==> config.mk <==
export PLATFORM = sky130hd
export DESIGN_NAME = uart_trx_cfg
export DESIGN_NICKNAME = d
export VERILOG_FILES = /design/src/rtl/uart_trx_cfg.sv
export SDC_FILE = /design/constraint.sdc
export NUM_CORES = 1
export LEC_CHECK = 0
export ABC_AREA = 0
export CAP_MARGIN = 10
export CORE_MARGIN = 1.5
export CORE_UTILIZATION = 59
export DETAILED_ROUTE_END_ITERATION = 10
export PLACE_DENSITY = 0.82
export SYNTH_ARGS = -nofsm -noshare
export SYNTH_HDL_FRONTEND = slang
export SYNTH_SLANG_ARGS = --single-unit
==> constraint.sdc <==
create_clock -name CLK -period 3.3 [get_ports CLK]
set_clock_uncertainty 0.2 [all_clocks]
set_input_delay 0.33 -clock CLK [delete_from_list [all_inputs] [get_ports CLK]]
set_output_delay 0.33 -clock CLK [all_outputs]
set_load 0.02 [all_outputs]
==> src/rtl/uart_trx_cfg.sv <==
// Single-clock UART transceiver with runtime baud/frame configuration.
// TX and RX run independent FSMs, each with its own tick generator and config latch.
module uart_trx_cfg #(
   parameter int unsigned DATA_WIDTH     = 8,
   parameter int unsigned PRESCALE_WIDTH = 6,
   parameter int unsigned DIV_WIDTH      = 16
) (
   input  logic                      CLK,
   input  logic                      RST,
   input  logic [DIV_WIDTH-1:0]      BAUD_DIV,
   input  logic [PRESCALE_WIDTH-1:0] PRESCALE,
   input  logic                      PAR_EN,
   input  logic                      PAR_TYP,
   input  logic                      STOP2,
   input  logic [DATA_WIDTH-1:0]     TX_DATA,
   input  logic                      TX_VALID,
   output logic                      TX_READY,
   output logic                      TX_OUT,
   input  logic                      RX_IN,
   output logic [DATA_WIDTH-1:0]     RX_DATA,
   output logic                      RX_VALID,
   output logic                      PAR_ERR,
   output logic                      STP_ERR
);

   localparam int unsigned BitW = $clog2(DATA_WIDTH);
   localparam logic [BitW-1:0]           LastBit = BitW'(DATA_WIDTH - 1);
   localparam logic [BitW-1:0]           BitOne  = BitW'(1);
   localparam logic [PRESCALE_WIDTH-1:0] PreOne  = PRESCALE_WIDTH'(1);
   localparam logic [DIV_WIDTH-1:0]      DivOne  = DIV_WIDTH'(1);

   typedef enum logic [2:0] {StIdle, StStart, StData, StPar, StStop1, StStop2} state_e;

   // ---------------------------------------------------------------- TX
   state_e                    tx_state_q, tx_state_d;
   logic [DATA_WIDTH-1:0]     tx_data_q, tx_data_d;
   logic [DIV_WIDTH-1:0]      tx_div_q, tx_div_d, tx_dcnt_q, tx_dcnt_d;
   logic [PRESCALE_WIDTH-1:0] tx_pre_q, tx_pre_d, tx_tcnt_q, tx_tcnt_d;
   logic [BitW-1:0]           tx_bit_q, tx_bit_d;
   logic                      tx_par_en_q, tx_par_en_d, tx_par_typ_q, tx_par_typ_d;
   logic                      tx_stop2_q, tx_stop2_d;
   logic                      tx_out_q, tx_out_d, tx_ready_q, tx_ready_d;
   logic                      tx_tick, tx_bit_end, tx_par;

   always_comb begin
      tx_state_d   = tx_state_q;
      tx_data_d    = tx_data_q;
      tx_div_d     = tx_div_q;
      tx_dcnt_d    = tx_dcnt_q;
      tx_pre_d     = tx_pre_q;
      tx_tcnt_d    = tx_tcnt_q;
      tx_bit_d     = tx_bit_q;
      tx_par_en_d  = tx_par_en_q;
      tx_par_typ_d = tx_par_typ_q;
      tx_stop2_d   = tx_stop2_q;
      tx_ready_d   = tx_ready_q;
      tx_tick      = (tx_dcnt_q == tx_div_q);
      tx_bit_end   = tx_tick && (tx_tcnt_q == tx_pre_q - PreOne);
      tx_par       = (^tx_data_q) ^ tx_par_typ_q;

      if (tx_state_q == StIdle) begin
         if (TX_VALID && tx_ready_q) begin
            tx_state_d   = StStart;
            tx_data_d    = TX_DATA;
            tx_div_d     = BAUD_DIV;
            tx_pre_d     = PRESCALE;
            tx_par_en_d  = PAR_EN;
            tx_par_typ_d = PAR_TYP;
            tx_stop2_d   = STOP2;
            tx_dcnt_d    = '0;
            tx_tcnt_d    = '0;
            tx_bit_d     = '0;
            tx_ready_d   = 1'b0;
         end
      end else begin
         tx_dcnt_d = tx_tick ? '0 : tx_dcnt_q + DivOne;
         if (tx_tick) tx_tcnt_d = tx_bit_end ? '0 : tx_tcnt_q + PreOne;
         if (tx_bit_end) begin
            unique case (tx_state_q)
               StStart: begin
                  tx_state_d = StData;
                  tx_bit_d   = '0;
               end
               StData: begin
                  tx_bit_d = tx_bit_q + BitOne;
                  if (tx_bit_q == LastBit) tx_state_d = tx_par_en_q ? StPar : StStop1;
               end
               StPar: tx_state_d = StStop1;
               StStop1: begin
                  if (tx_stop2_q) begin
                     tx_state_d = StStop2;
                  end else begin
                     tx_state_d = StIdle;
                     tx_ready_d = 1'b1;
                  end
               end
               default: begin
                  tx_state_d = StIdle;
                  tx_ready_d = 1'b1;
               end
            endcase
         end
      end

      // Line value for the bit in progress; the flop adds the one-cycle launch delay.
      unique case (tx_state_q)
         StStart: tx_out_d = 1'b0;
         StData:  tx_out_d = tx_data_q[tx_bit_q];
         StPar:   tx_out_d = tx_par;
         default: tx_out_d = 1'b1;
      endcase
   end

   always_ff @(posedge CLK or negedge RST) begin
      if (!RST) begin
         tx_state_q   <= StIdle;
         tx_data_q    <= '0;
         tx_div_q     <= '0;
         tx_dcnt_q    <= '0;
         tx_pre_q     <= '0;
         tx_tcnt_q    <= '0;
         tx_bit_q     <= '0;
         tx_par_en_q  <= 1'b0;
         tx_par_typ_q <= 1'b0;
         tx_stop2_q   <= 1'b0;
         tx_out_q     <= 1'b1;
         tx_ready_q   <= 1'b1;
      end else begin
         tx_state_q   <= tx_state_d;
         tx_data_q    <= tx_data_d;
         tx_div_q     <= tx_div_d;
         tx_dcnt_q    <= tx_dcnt_d;
         tx_pre_q     <= tx_pre_d;
         tx_tcnt_q    <= tx_tcnt_d;
         tx_bit_q     <= tx_bit_d;
         tx_par_en_q  <= tx_par_en_d;
         tx_par_typ_q <= tx_par_typ_d;
         tx_stop2_q   <= tx_stop2_d;
         tx_out_q     <= tx_out_d;
         tx_ready_q   <= tx_ready_d;
      end
   end

   assign TX_OUT   = tx_out_q;
   assign TX_READY = tx_ready_q;

   // ---------------------------------------------------------------- RX
   logic                      rx_s1_q, rx_s2_q, rx_sync;
   state_e                    rx_state_q, rx_state_d;
   logic [DIV_WIDTH-1:0]      rx_div_q, rx_div_d, rx_dcnt_q, rx_dcnt_d;
   logic [PRESCALE_WIDTH-1:0] rx_pre_q, rx_pre_d, rx_tcnt_q, rx_tcnt_d, rx_half;
   logic [BitW-1:0]           rx_bit_q, rx_bit_d;
   logic                      rx_par_en_q, rx_par_en_d, rx_par_typ_q, rx_par_typ_d;
   logic                      rx_stop2_q, rx_stop2_d;
   logic [DATA_WIDTH-1:0]     rx_shift_q, rx_shift_d, rx_data_q, rx_data_d;
   logic [1:0]                rx_samp_q, rx_samp_d;
   logic                      rx_par_bit_q, rx_par_bit_d, rx_stp_bad_q, rx_stp_bad_d;
   logic                      rx_armed_q, rx_armed_d;
   logic                      rx_valid_q, rx_valid_d, par_err_q, par_err_d, stp_err_q, stp_err_d;
   logic                      rx_tick, rx_bit_end, rx_decide, rx_maj, rx_done;

   always_comb begin
      rx_state_d   = rx_state_q;
      rx_div_d     = rx_div_q;
      rx_dcnt_d    = rx_dcnt_q;
      rx_pre_d     = rx_pre_q;
      rx_tcnt_d    = rx_tcnt_q;
      rx_bit_d     = rx_bit_q;
      rx_par_en_d  = rx_par_en_q;
      rx_par_typ_d = rx_par_typ_q;
      rx_stop2_d   = rx_stop2_q;
      rx_shift_d   = rx_shift_q;
      rx_samp_d    = rx_samp_q;
      rx_par_bit_d = rx_par_bit_q;
      rx_stp_bad_d = rx_stp_bad_q;
      rx_data_d    = rx_data_q;
      par_err_d    = par_err_q;
      stp_err_d    = stp_err_q;
      rx_valid_d   = 1'b0;
      rx_done      = 1'b0;
      rx_sync      = rx_s2_q;
      // A break must return high before another start can be recognised.
      rx_armed_d   = rx_armed_q | rx_sync;
      rx_half      = rx_pre_q >> 1;
      rx_tick      = (rx_dcnt_q == rx_div_q);
      rx_bit_end   = rx_tick && (rx_tcnt_q == rx_pre_q - PreOne);
      rx_decide    = rx_tick && (rx_tcnt_q == rx_half + PreOne);
      rx_maj       = (rx_samp_q[0] & rx_samp_q[1]) | (rx_samp_q[0] & rx_sync) |
                     (rx_samp_q[1] & rx_sync);

      if (rx_state_q == StIdle) begin
         if (!rx_sync && rx_armed_q) begin
            rx_state_d   = StStart;
            rx_div_d     = BAUD_DIV;
            rx_pre_d     = PRESCALE;
            rx_par_en_d  = PAR_EN;
            rx_par_typ_d = PAR_TYP;
            rx_stop2_d   = STOP2;
            rx_dcnt_d    = '0;
            rx_tcnt_d    = '0;
            rx_bit_d     = '0;
            rx_stp_bad_d = 1'b0;
         end
      end else begin
         rx_dcnt_d = rx_tick ? '0 : rx_dcnt_q + DivOne;
         if (rx_tick) rx_tcnt_d = rx_bit_end ? '0 : rx_tcnt_q + PreOne;
         if (rx_tick && rx_tcnt_q == rx_half - PreOne) rx_samp_d[0] = rx_sync;
         if (rx_tick && rx_tcnt_q == rx_half) rx_samp_d[1] = rx_sync;
         if (rx_bit_end) begin
            unique case (rx_state_q)
               StStart: begin
                  rx_state_d = StData;
                  rx_bit_d   = '0;
               end
               StData: begin
                  rx_bit_d = rx_bit_q + BitOne;
                  if (rx_bit_q == LastBit) rx_state_d = rx_par_en_q ? StPar : StStop1;
               end
               StPar:   rx_state_d = StStop1;
               StStop1: rx_state_d = StStop2;
               default: rx_state_d = StIdle;
            endcase
         end
         // With PRESCALE=4 the decision and bit end share a tick; the decision wins.
         if (rx_decide) begin
            unique case (rx_state_q)
               StStart: if (rx_maj) rx_state_d = StIdle;
               StData:  rx_shift_d = {rx_maj, rx_shift_q[DATA_WIDTH-1:1]};
               StPar:   rx_par_bit_d = rx_maj;
               StStop1: begin
                  if (rx_stop2_q) rx_stp_bad_d = ~rx_maj;
                  else rx_done = 1'b1;
               end
               StStop2: rx_done = 1'b1;
               default: rx_done = 1'b0;
            endcase
         end
         if (rx_done) begin
            rx_state_d = StIdle;
            rx_armed_d = 1'b0;
            rx_valid_d = 1'b1;
            rx_data_d  = rx_shift_q;
            par_err_d  = rx_par_en_q & (rx_par_bit_q ^ (^rx_shift_q) ^ rx_par_typ_q);
            stp_err_d  = rx_stp_bad_q | ~rx_maj;
         end
      end
   end

   always_ff @(posedge CLK or negedge RST) begin
      if (!RST) begin
         rx_s1_q      <= 1'b1;
         rx_s2_q      <= 1'b1;
         rx_state_q   <= StIdle;
         rx_div_q     <= '0;
         rx_dcnt_q    <= '0;
         rx_pre_q     <= '0;
         rx_tcnt_q    <= '0;
         rx_bit_q     <= '0;
         rx_par_en_q  <= 1'b0;
         rx_par_typ_q <= 1'b0;
         rx_stop2_q   <= 1'b0;
         rx_shift_q   <= '0;
         rx_samp_q    <= '0;
         rx_par_bit_q <= 1'b0;
         rx_stp_bad_q <= 1'b0;
         rx_armed_q   <= 1'b0;
         rx_data_q    <= '0;
         rx_valid_q   <= 1'b0;
         par_err_q    <= 1'b0;
         stp_err_q    <= 1'b0;
      end else begin
         rx_s1_q      <= RX_IN;
         rx_s2_q      <= rx_s1_q;
         rx_state_q   <= rx_state_d;
         rx_div_q     <= rx_div_d;
         rx_dcnt_q    <= rx_dcnt_d;
         rx_pre_q     <= rx_pre_d;
         rx_tcnt_q    <= rx_tcnt_d;
         rx_bit_q     <= rx_bit_d;
         rx_par_en_q  <= rx_par_en_d;
         rx_par_typ_q <= rx_par_typ_d;
         rx_stop2_q   <= rx_stop2_d;
         rx_shift_q   <= rx_shift_d;
         rx_samp_q    <= rx_samp_d;
         rx_par_bit_q <= rx_par_bit_d;
         rx_stp_bad_q <= rx_stp_bad_d;
         rx_armed_q   <= rx_armed_d;
         rx_data_q    <= rx_data_d;
         rx_valid_q   <= rx_valid_d;
         par_err_q    <= par_err_d;
         stp_err_q    <= stp_err_d;
      end
   end

   assign RX_DATA  = rx_data_q;
   assign RX_VALID = rx_valid_q;
   assign PAR_ERR  = par_err_q;
   assign STP_ERR  = stp_err_q;

endmodule

==> load_flow_metrics.sql, run 1 <==
INSERT INTO impl_metrics (metric_group, metric, value, unit) VALUES
('yosys', 'synthesis.instances', '687', ''),
('yosys', 'syn_area_per_cell', '10.9', 'µm²'),
('yosys', 'synth_simple_gate_area_frac', '0.143', ''),
('sta', 'final_hold_viol_count', '0', ''),
('yosys', 'synth_top_cells_by_count', 'sky130_fd_sc_hd__dfrtp_1 (138), sky130_fd_sc_hd__mux2_2 (78), sky130_fd_sc_hd__xnor2_1 (63)', ''),
('global_routing', 'largest_net_degree_at_the_start_of_global_routing', '76', ''),
('global_routing', 'number_of_antenna_violations_at_the_first_check_in_global_routing', '0', ''),
('yosys', 'post_synth_edffs', '0', ''),
('clock_network', 'cts_inserted_buffers', '17', ''),
('clock_network', 'path_clk_slew', '0.06', 'ns'),
('yosys', 'synthDominantAreaCellType', 'sky130_fd_sc_hd__dfrtp_1', ''),
('clock_network', 'tritoncts', 'done', ''),
('hold_path', 'hp-class', 'input pin to flop', ''),
('critical_path', 'kind_of_capture_point_of_the_worst_setup_path', 'flop', ''),
('route', 'dr.first_iter.drc_count', '435', ''),
('route', 'drt_first_pass_iters', '5', ''),
('yosys', 'yosysUniqueCellTypes', '64', ''),
('clock_network', 'h-tree-depth', '4', ''),
('route', 'routed_wl', '16.6', 'mm'),
('critical_path', 'criticalPathCategory', 'flop to flop', ''),
('floorplan', 'rows', '40', ''),
('power', 'ir_drop', '0.432', 'mV'),
('yosys', 'yosysWarnings', '0', ''),
('power', 'p_seq_frac', '0.409', ''),
('yosys', 'synth_top_cells_by_area', 'sky130_fd_sc_hd__dfrtp_1 (46%), sky130_fd_sc_hd__mux2_2 (12%), sky130_fd_sc_hd__xnor2_1 (7.4%)', ''),
('clock_network', 'clock_path_buffers', '2', ''),
('layout', 'post_route_cells_drive_above_1_share', '0.178', ''),
('global_routing', 'grt_remaining_overflow', '0', ''),
('floorplan', 'initial_utilization', '0.614', ''),
('power', 'pwr-share-clk', '0.398', ''),
('yosys', 'yosysMostFrequentCell', 'sky130_fd_sc_hd__dfrtp_1', ''),
('yosys', 'post_synth_fa_ha_maj_area_fraction', '0.0231', ''),
('critical_path', 'ff2ff_path_depth', '9', ''),
('sta', 'final.setup.tns', '0', 'ns'),
('critical_path', 'crit_path_end', 'rx_bit_q[2]', ''),
('route', 'post_drt_wl_per_cell', '18.2', 'µm'),
('floorplan', 'die-height', '116', 'µm'),
('floorplan', 'core', '0.0122', 'mm²'),
('critical_path', 'timing.critical_path.from', 'rx_pre_q[2]', ''),
('yosys', 'synth_nets', '737', ''),
('yosys', 'synth_async_reset_ratio', '1.00', ''),
('floorplan', 'floorplan.die_area', '0.0133', 'mm²'),
('clock_network', 'clock_latency', '0.41', 'ns'),
('yosys', 'postSynth.topFlopCell', 'sky130_fd_sc_hd__dfrtp_1', ''),
('critical_path', 'regToRegStartpoint', 'rx_pre_q[2]', ''),
('critical_path', 'critical_path_peak_fanout', '9', ''),
('route', 'ant_nets', '0', ''),
('route', 'post-route-drc-count', '0', ''),
('power', 'power.internal', '0.00380', 'W'),
('critical_path', 'cp_data_arrival_time', '3.10', 'ns'),
('clock_network', 'clk_root_buffer_cell', 'sky130_fd_sc_hd__clkbuf_16', ''),
('floorplan', 'die-width', '116', 'µm'),
('power', 'sw_frac_of_total', '0.282', ''),
('sta', 'clock.fmax', '0.334', 'GHz'),
('placement', 'dp.final_hpwl', '11.0', 'mm'),
('power', 'power_per_cell_area', '603', 'mW/mm²'),
('critical_path', 'setup.worst_path.start_class', 'flop', ''),
('layout', 'final_net_count', '783', ''),
('flow_run', 'cap_violations', '0', ''),
('yosys', 'ys_seq_area_frac', '0.476', ''),
('route', 'dr_total_vias', '5556', ''),
('sta', 'tightestPinTransition', '1.16', 'ns'),
('power', 'power_frac_comb', '0.194', ''),
('global_routing', 'grt_pass1_wl', '27.5', 'mm'),
('yosys', 'synth-xor-area-share', '0.0961', ''),
('run_status', 'outcome', 'completed', ''),
('critical_path', 'rrSetupSlack', '0.30', 'ns'),
('placement', 'portBuffers', '49', ''),
('clock_network', 'tritoncts_num_sinks', '142', ''),
('power', 'total_leakage_power', '3.91', 'nW'),
('yosys', 'main_combinational_cell_family_by_area_after_synthesis', 'simple AND/OR/NAND/NOR gates', '');
worst max-delay path, cell delays in order (launching register included):
cell                        delay, ns
sky130_fd_sc_hd__dfrtp_1         0.48
sky130_fd_sc_hd__inv_1           0.14
sky130_fd_sc_hd__ha_1            0.26
sky130_fd_sc_hd__a21boi_0        0.39
sky130_fd_sc_hd__and3_1          0.22
sky130_fd_sc_hd__o2111ai_1       0.18
sky130_fd_sc_hd__nor3b_2         0.40
sky130_fd_sc_hd__buf_4           0.22
sky130_fd_sc_hd__o21ai_0         0.14
sky130_fd_sc_hd__a32o_1          0.24
kinds of logic (layout without fill, tap and decap cells):
logic type,after synthesis,after routing
and+or+nand+nor,196,196
AOI/OAI and AO/OA,119,119
DFF,142,142
xor gates and xnor gates,82,82
muxes,85,85
adders and majority gates,14,14
buffers and inverters,49,108
stage by stage:
stage          setup slack [ns]  utilization  hold slack (ns)  instance area [µm²]  total power (W)
3_5_place_dp              0.360        0.668            0.150                 8120          0.00319
2_1_floorplan             0.727            -           -0.166                 7470          0.00289
3_3_place_gp              0.520        0.668            0.146                 8120          0.00314
4_1_cts                   0.345        0.722            0.122                 8780          0.00532
5_1_grt                   0.144        0.722            0.106                 8780          0.00554
6_report                  0.304        0.722            0.132                 8780          0.00530
per-layer routing:
metal | vias up | share of wire | track usage
met2 | 187 | 0.52 | 0.460
met4 | 0 | 0.017 | 0.0971
met5 | - | 0 | 0
li1 | 2567 | - | -
met3 | 25 | 0.047 | 0.0565
met1 | 2777 | 0.42 | 0.338
flip-flops by register name (all words and copies together), names as in the netlist, 2 cells and up:
register	count
rx_dcnt_q	16
rx_div_q	16
tx_dcnt_q	16
tx_div_q	16
RX_DATA	8
rx_shift_q	8
tx_data_q	8
rx_pre_q	6
rx_tcnt_q	6
tx_pre_q	6
tx_tcnt_q	6
rx_bit_q	3
rx_state_q	3
tx_bit_q	3
tx_state_q	3
rx_samp_q	2
how the worst min path moves through the flow:
| stage | slack [ns] | to | start | cells past startpoint |
|---|---|---|---|---|
| 3_5_place_dp | 0.15 | rx_s2_q | rx_s1_q | 0 |
| 3_3_place_gp | 0.15 | rx_s2_q | rx_s1_q | 0 |
| 5_1_grt | 0.11 | rx_s1_q | RX_IN | 1 |
| 6_report | 0.13 | rx_s1_q | RX_IN | 1 |
| 4_1_cts | 0.12 | rx_s1_q | RX_IN | 1 |
| 2_1_floorplan | -0.17 | PAR_ERR | RST | 0 |
cell usage in the layout (no fill, tap or decap), types with 4 or more instances in the layout:
cell type,instances
sky130_fd_sc_hd__clkbuf_16,17
sky130_fd_sc_hd__bufinv_16,5
sky130_fd_sc_hd__or3_1,4
sky130_fd_sc_hd__nor3_1,21
sky130_fd_sc_hd__nor4_1,7
sky130_fd_sc_hd__o21ai_0,52
sky130_fd_sc_hd__nor3b_1,4
sky130_fd_sc_hd__xor2_1,19
sky130_fd_sc_hd__buf_4,9
sky130_fd_sc_hd__o31ai_1,4
sky130_fd_sc_hd__nor2_1,20
sky130_fd_sc_hd__a22o_1,4
sky130_fd_sc_hd__nand2_1,44
sky130_fd_sc_hd__xnor2_1,63
sky130_fd_sc_hd__nand4_1,15
sky130_fd_sc_hd__a21o_1,10
sky130_fd_sc_hd__nand3_1,20
sky130_fd_sc_hd__mux2i_1,5
sky130_fd_sc_hd__dfrtp_1,138
sky130_fd_sc_hd__a21oi_1,10
sky130_fd_sc_hd__nor2b_1,9
sky130_fd_sc_hd__and3_1,19
sky130_fd_sc_hd__and2_1,5
sky130_fd_sc_hd__nand2b_1,10
sky130_fd_sc_hd__dfstp_2,4
sky130_fd_sc_hd__clkdlybuf4s50_1,48
sky130_fd_sc_hd__a211oi_1,4
sky130_fd_sc_hd__inv_1,16
sky130_fd_sc_hd__ha_1,13
sky130_fd_sc_hd__mux2_2,78
sky130_fd_sc_hd__nand4b_1,4
power groups by stage:
| stage | clock, W | sequential, W | combinational [W] |
|---|---|---|---|
| after floorplan | 0 | 0.00207 | 0.000827 |
| after global placement | 0 | 0.00217 | 0.000968 |
| after detailed placement | 0 | 0.00219 | 0.00101 |
| after CTS | 0.00213 | 0.00216 | 0.00103 |
| after global routing | 0.00222 | 0.00219 | 0.00114 |
| final | 0.00211 | 0.00216 | 0.00103 |
final cells by class:
class,instances,area (µm²),share of cell area
inverter,16,60.1,0.00684
sequential,142,3560,0.405
clock inverter,11,188,0.0214
tap,168,210,0.0239
timing repair buffer,60,589,0.0671
multi-input combinational,496,3710,0.423
clock buffer,21,460,0.0525
repair_timing:
| action | CTS | global route |
|---|---|---|
| endpoints found under the hold margin | 65 | 0 |
| hold buffers | 1 | 0 |
| buffers inserted | 0 | 0 |
No activity file was read; power rests on OpenSTA's default activity.
==> inputs of run 2 (changes only) <==
Settings changed: REMOVE_ABC_BUFFERS set to 1.
==> load_flow_metrics.sql, run 2 (same netlist as run 1, synthesis figures left out) <==
INSERT INTO impl_metrics (metric_group, metric, value, unit) VALUES
('global_routing', 'largest_net_degree_at_the_start_of_global_routing', '86', ''),
('clock_network', 'tritoncts_num_sinks', '142', ''),
('floorplan', 'initial_utilization', '0.614', ''),
('route', 'post-route-drc-count', '0', ''),
('power', 'total_leakage_power', '3.94', 'nW'),
('clock_network', 'tritoncts', 'done', ''),
('critical_path', 'cp_data_arrival_time', '3.03', 'ns'),
('critical_path', 'slowest_cell_on_crit_path', 'sky130_fd_sc_hd__dfrtp_1', ''),
('critical_path', 'timing.critical_path.max_delay_family', 'compound AO/OA/AOI/OAI gates', ''),
('placement', 'globalplace.congestion', '0.876', ''),
('sta', 'clock.fmax', '0.342', 'GHz'),
('hold_path', 'min_from', 'RX_IN', ''),
('sta', 'relSlewSlack', '0.482', ''),
('layout', 'antennaDiodeCount', '0', ''),
('sta', 'final.setup.tns', '0', 'ns'),
('layout', 'final_core_occ', '0.726', ''),
('floorplan', 'ioPinCount', '50', ''),
('critical_path', 'path_cells', 'inv_1, ha_1, a21boi_0, and3_1, o2111ai_1, nor3b_2, buf_4, mux2i_1, o21ai_1', ''),
('layout', 'post_route_cells_drive_above_1_share', '0.181', ''),
('critical_path', 'timing.critical_path.from', 'rx_pre_q[2]', ''),
('global_routing', 'grt_remaining_overflow', '0', ''),
('critical_path', 'rrSetupSlack', '0.38', 'ns'),
('critical_path', 'worst-path-buf-inv', '2', ''),
('floorplan', 'floorplan.die_area', '0.0133', 'mm²'),
('critical_path', 'critical_path_peak_fanout', '9', ''),
('critical_path', 'ff2ff_path_depth', '9', ''),
('layout', 'seqCellArea', '0.00356', 'mm²'),
('floorplan', 'rows', '40', ''),
('route', 'drt_first_pass_iters', '5', ''),
('critical_path', 'path_depth', '9', ''),
('floorplan', 'core', '0.0122', 'mm²'),
('clock_network', 'postCtsSetupRepairBufs', '0', ''),
('critical_path', 'setup.worst_path.start_class', 'flop', ''),
('route', 'ant_nets', '0', ''),
('placement', 'portBuffers', '49', ''),
('critical_path', 'criticalPathCategory', 'flop to flop', ''),
('clock_network', 'cts_inserted_buffers', '17', ''),
('run_status', 'outcome', 'completed', ''),
('route', 'routed_wl', '16.2', 'mm'),
('flow_run', 'cap_violations', '0', ''),
('critical_path', 'cp.required', '3.40', 'ns'),
('sta', 'tightestPinTransition', '0.775', 'ns'),
('floorplan', 'die-height', '116', 'µm'),
('placement', 'dp.final_hpwl', '10.9', 'mm'),
('critical_path', 'regToRegStartpoint', 'rx_pre_q[2]', ''),
('route', 'dr_total_vias', '5463', ''),
('sta', 'final_cycle_utilization_of_the_critical_path', '0.886', ''),
('clock_network', 'cts_resized', '0', ''),
('route', 'routed_via_density', '5.97', ''),
('sta', 'report.final.setup_viol', '0', ''),
('global_routing', 'number_of_antenna_violations_at_the_first_check_in_global_routing', '0', ''),
('hold_path', 'hp-class', 'input pin to flop', ''),
('hold_path', 'min_delay_path_depth', '1', ''),
('layout', 'final_net_count', '784', ''),
('sta', 'fin_crit', '2.92', 'ns'),
('layout', 'fill_cells', '858', ''),
('global_routing', 'grt_pass1_vias', '5643', ''),
('power', 'ir_drop', '0.417', 'mV'),
('clock_network', 'h-tree-depth', '4', ''),
('global_routing', 'grt_util_all_layers', '0.267', ''),
('layout', 'commonest_non_fill_non_tap_cell_in_the_layout', 'sky130_fd_sc_hd__dfrtp_1', ''),
('global_routing', 'grt_pass1_wl', '27.7', 'mm'),
('critical_path', 'kind_of_capture_point_of_the_worst_setup_path', 'flop', ''),
('clock_network', 'path_clk_slew', '0.06', 'ns'),
('clock_network', 'clock_latency', '0.42', 'ns'),
('critical_path', 'critical-path-max-stage-delay', '0.48', 'ns'),
('layout', 'final_cell_mix', 'sky130_fd_sc_hd__dfrtp_1 (138), sky130_fd_sc_hd__mux2_2 (78), sky130_fd_sc_hd__xnor2_1 (63), sky130_fd_sc_hd__o21ai_0 (52), sky130_fd_sc_hd__clkdlybuf4s50_1 (48)', ''),
('sta', 'rsz_0062_raised_after_global_routing', 'false', ''),
('floorplan', 'die-width', '116', 'µm'),
('clock_network', 'clk_root_buffer_cell', 'sky130_fd_sc_hd__clkbuf_16', ''),
('placement', 'dp_cells', '882', ''),
('sta', 'finalMaxSlewViolations', '0', ''),
('sta', 'final_hold_viol_count', '0', ''),
('layout', 'multi_input_area', '0.00371', 'mm²'),
('layout', 'finish.cell_count_without_fillers', '915', ''),
('clock_network', 'clock_path_buffers', '2', ''),
('route', 'dr.first_iter.drc_count', '378', ''),
('layout', 'flow.area_growth_from_synthesis', '18.1', '%'),
('route', 'post_drt_wl_per_cell', '17.7', 'µm'),
('power', 'power_per_cell_area', '613', 'mW/mm²');
run 2: cell types whose count changed in the layout (fill, tap and decap cells not counted):
cell                         delta
sky130_fd_sc_hd__clkbuf_8       +2
sky130_fd_sc_hd__clkinv_4       +1
sky130_fd_sc_hd__clkbuf_1       -1
sky130_fd_sc_hd__bufinv_16      +1
sky130_fd_sc_hd__buf_4          +1
sky130_fd_sc_hd__clkinv_2       -1
sky130_fd_sc_hd__clkinvlp_4     -2
run 2: metal layers:
metal | vias up | global-route usage | part of all wire
li1 | 2572 | - | -
met1 | 2689 | 0.342 | 0.42
met2 | 169 | 0.445 | 0.50
met3 | 33 | 0.0575 | 0.053
met4 | 0 | 0.103 | 0.024
met5 | - | 0 | 0
run 2: worst register-to-register path: stages (launching register included):
cell and delay, ns:
sky130_fd_sc_hd__dfrtp_1 0.48, sky130_fd_sc_hd__inv_1 0.14, sky130_fd_sc_hd__ha_1 0.26, sky130_fd_sc_hd__a21boi_0 0.41, sky130_fd_sc_hd__and3_1 0.23, sky130_fd_sc_hd__o2111ai_1 0.17, sky130_fd_sc_hd__nor3b_2 0.42, sky130_fd_sc_hd__buf_4 0.24
sky130_fd_sc_hd__mux2i_1 0.19, sky130_fd_sc_hd__o21ai_1 0.07
run 2: path summary, 6_finish.rpt:
check,to
setup / recovery,rx_state_q[0]
hold / removal,rx_s1_q
setup reg to reg,rx_state_q[0]
hold reg to reg,rx_s2_q
max in group asynchronous,rx_div_q[14]
min in group asynchronous,tx_dcnt_q[2]
run 2: report_power, final:
group          internal (W)  leakage [nW]  switching [W]  total (W)
combinational      0.000507          1.80       0.000520    0.00103
clock               0.00150         0.336       0.000726    0.00222
sequential          0.00192          1.80       0.000240    0.00216
run 2: final cells by class:
cell class                      count  share of cell area
Multi-Input combinational cell    496               0.420
Sequential cell                   142               0.403
Timing Repair Buffer               61              0.0676
Clock buffer                       22              0.0549
Tap cell                          168              0.0238
Clock inverter                     10              0.0234
Inverter                           16             0.00680
run 2: what timing repair did:
item / 4_1_cts / 5_1_grt
hold buffers: 1 / 0
endpoints found under the hold margin: 55 / 0
setup endpoints to repair: 0 / 0
run 2: stage by stage:
step	hold slack, ns	setup slack [ns]	area [µm²]	total power [W]
2_1_floorplan	-0.166	0.0703	7330	0.00286
3_3_place_gp	0.129	0.523	8130	0.00314
3_5_place_dp	0.135	0.426	8130	0.00320
4_1_cts	0.115	0.413	8830	0.00542
5_1_grt	0.122	0.132	8830	0.00566
6_report	0.117	0.377	8830	0.00541
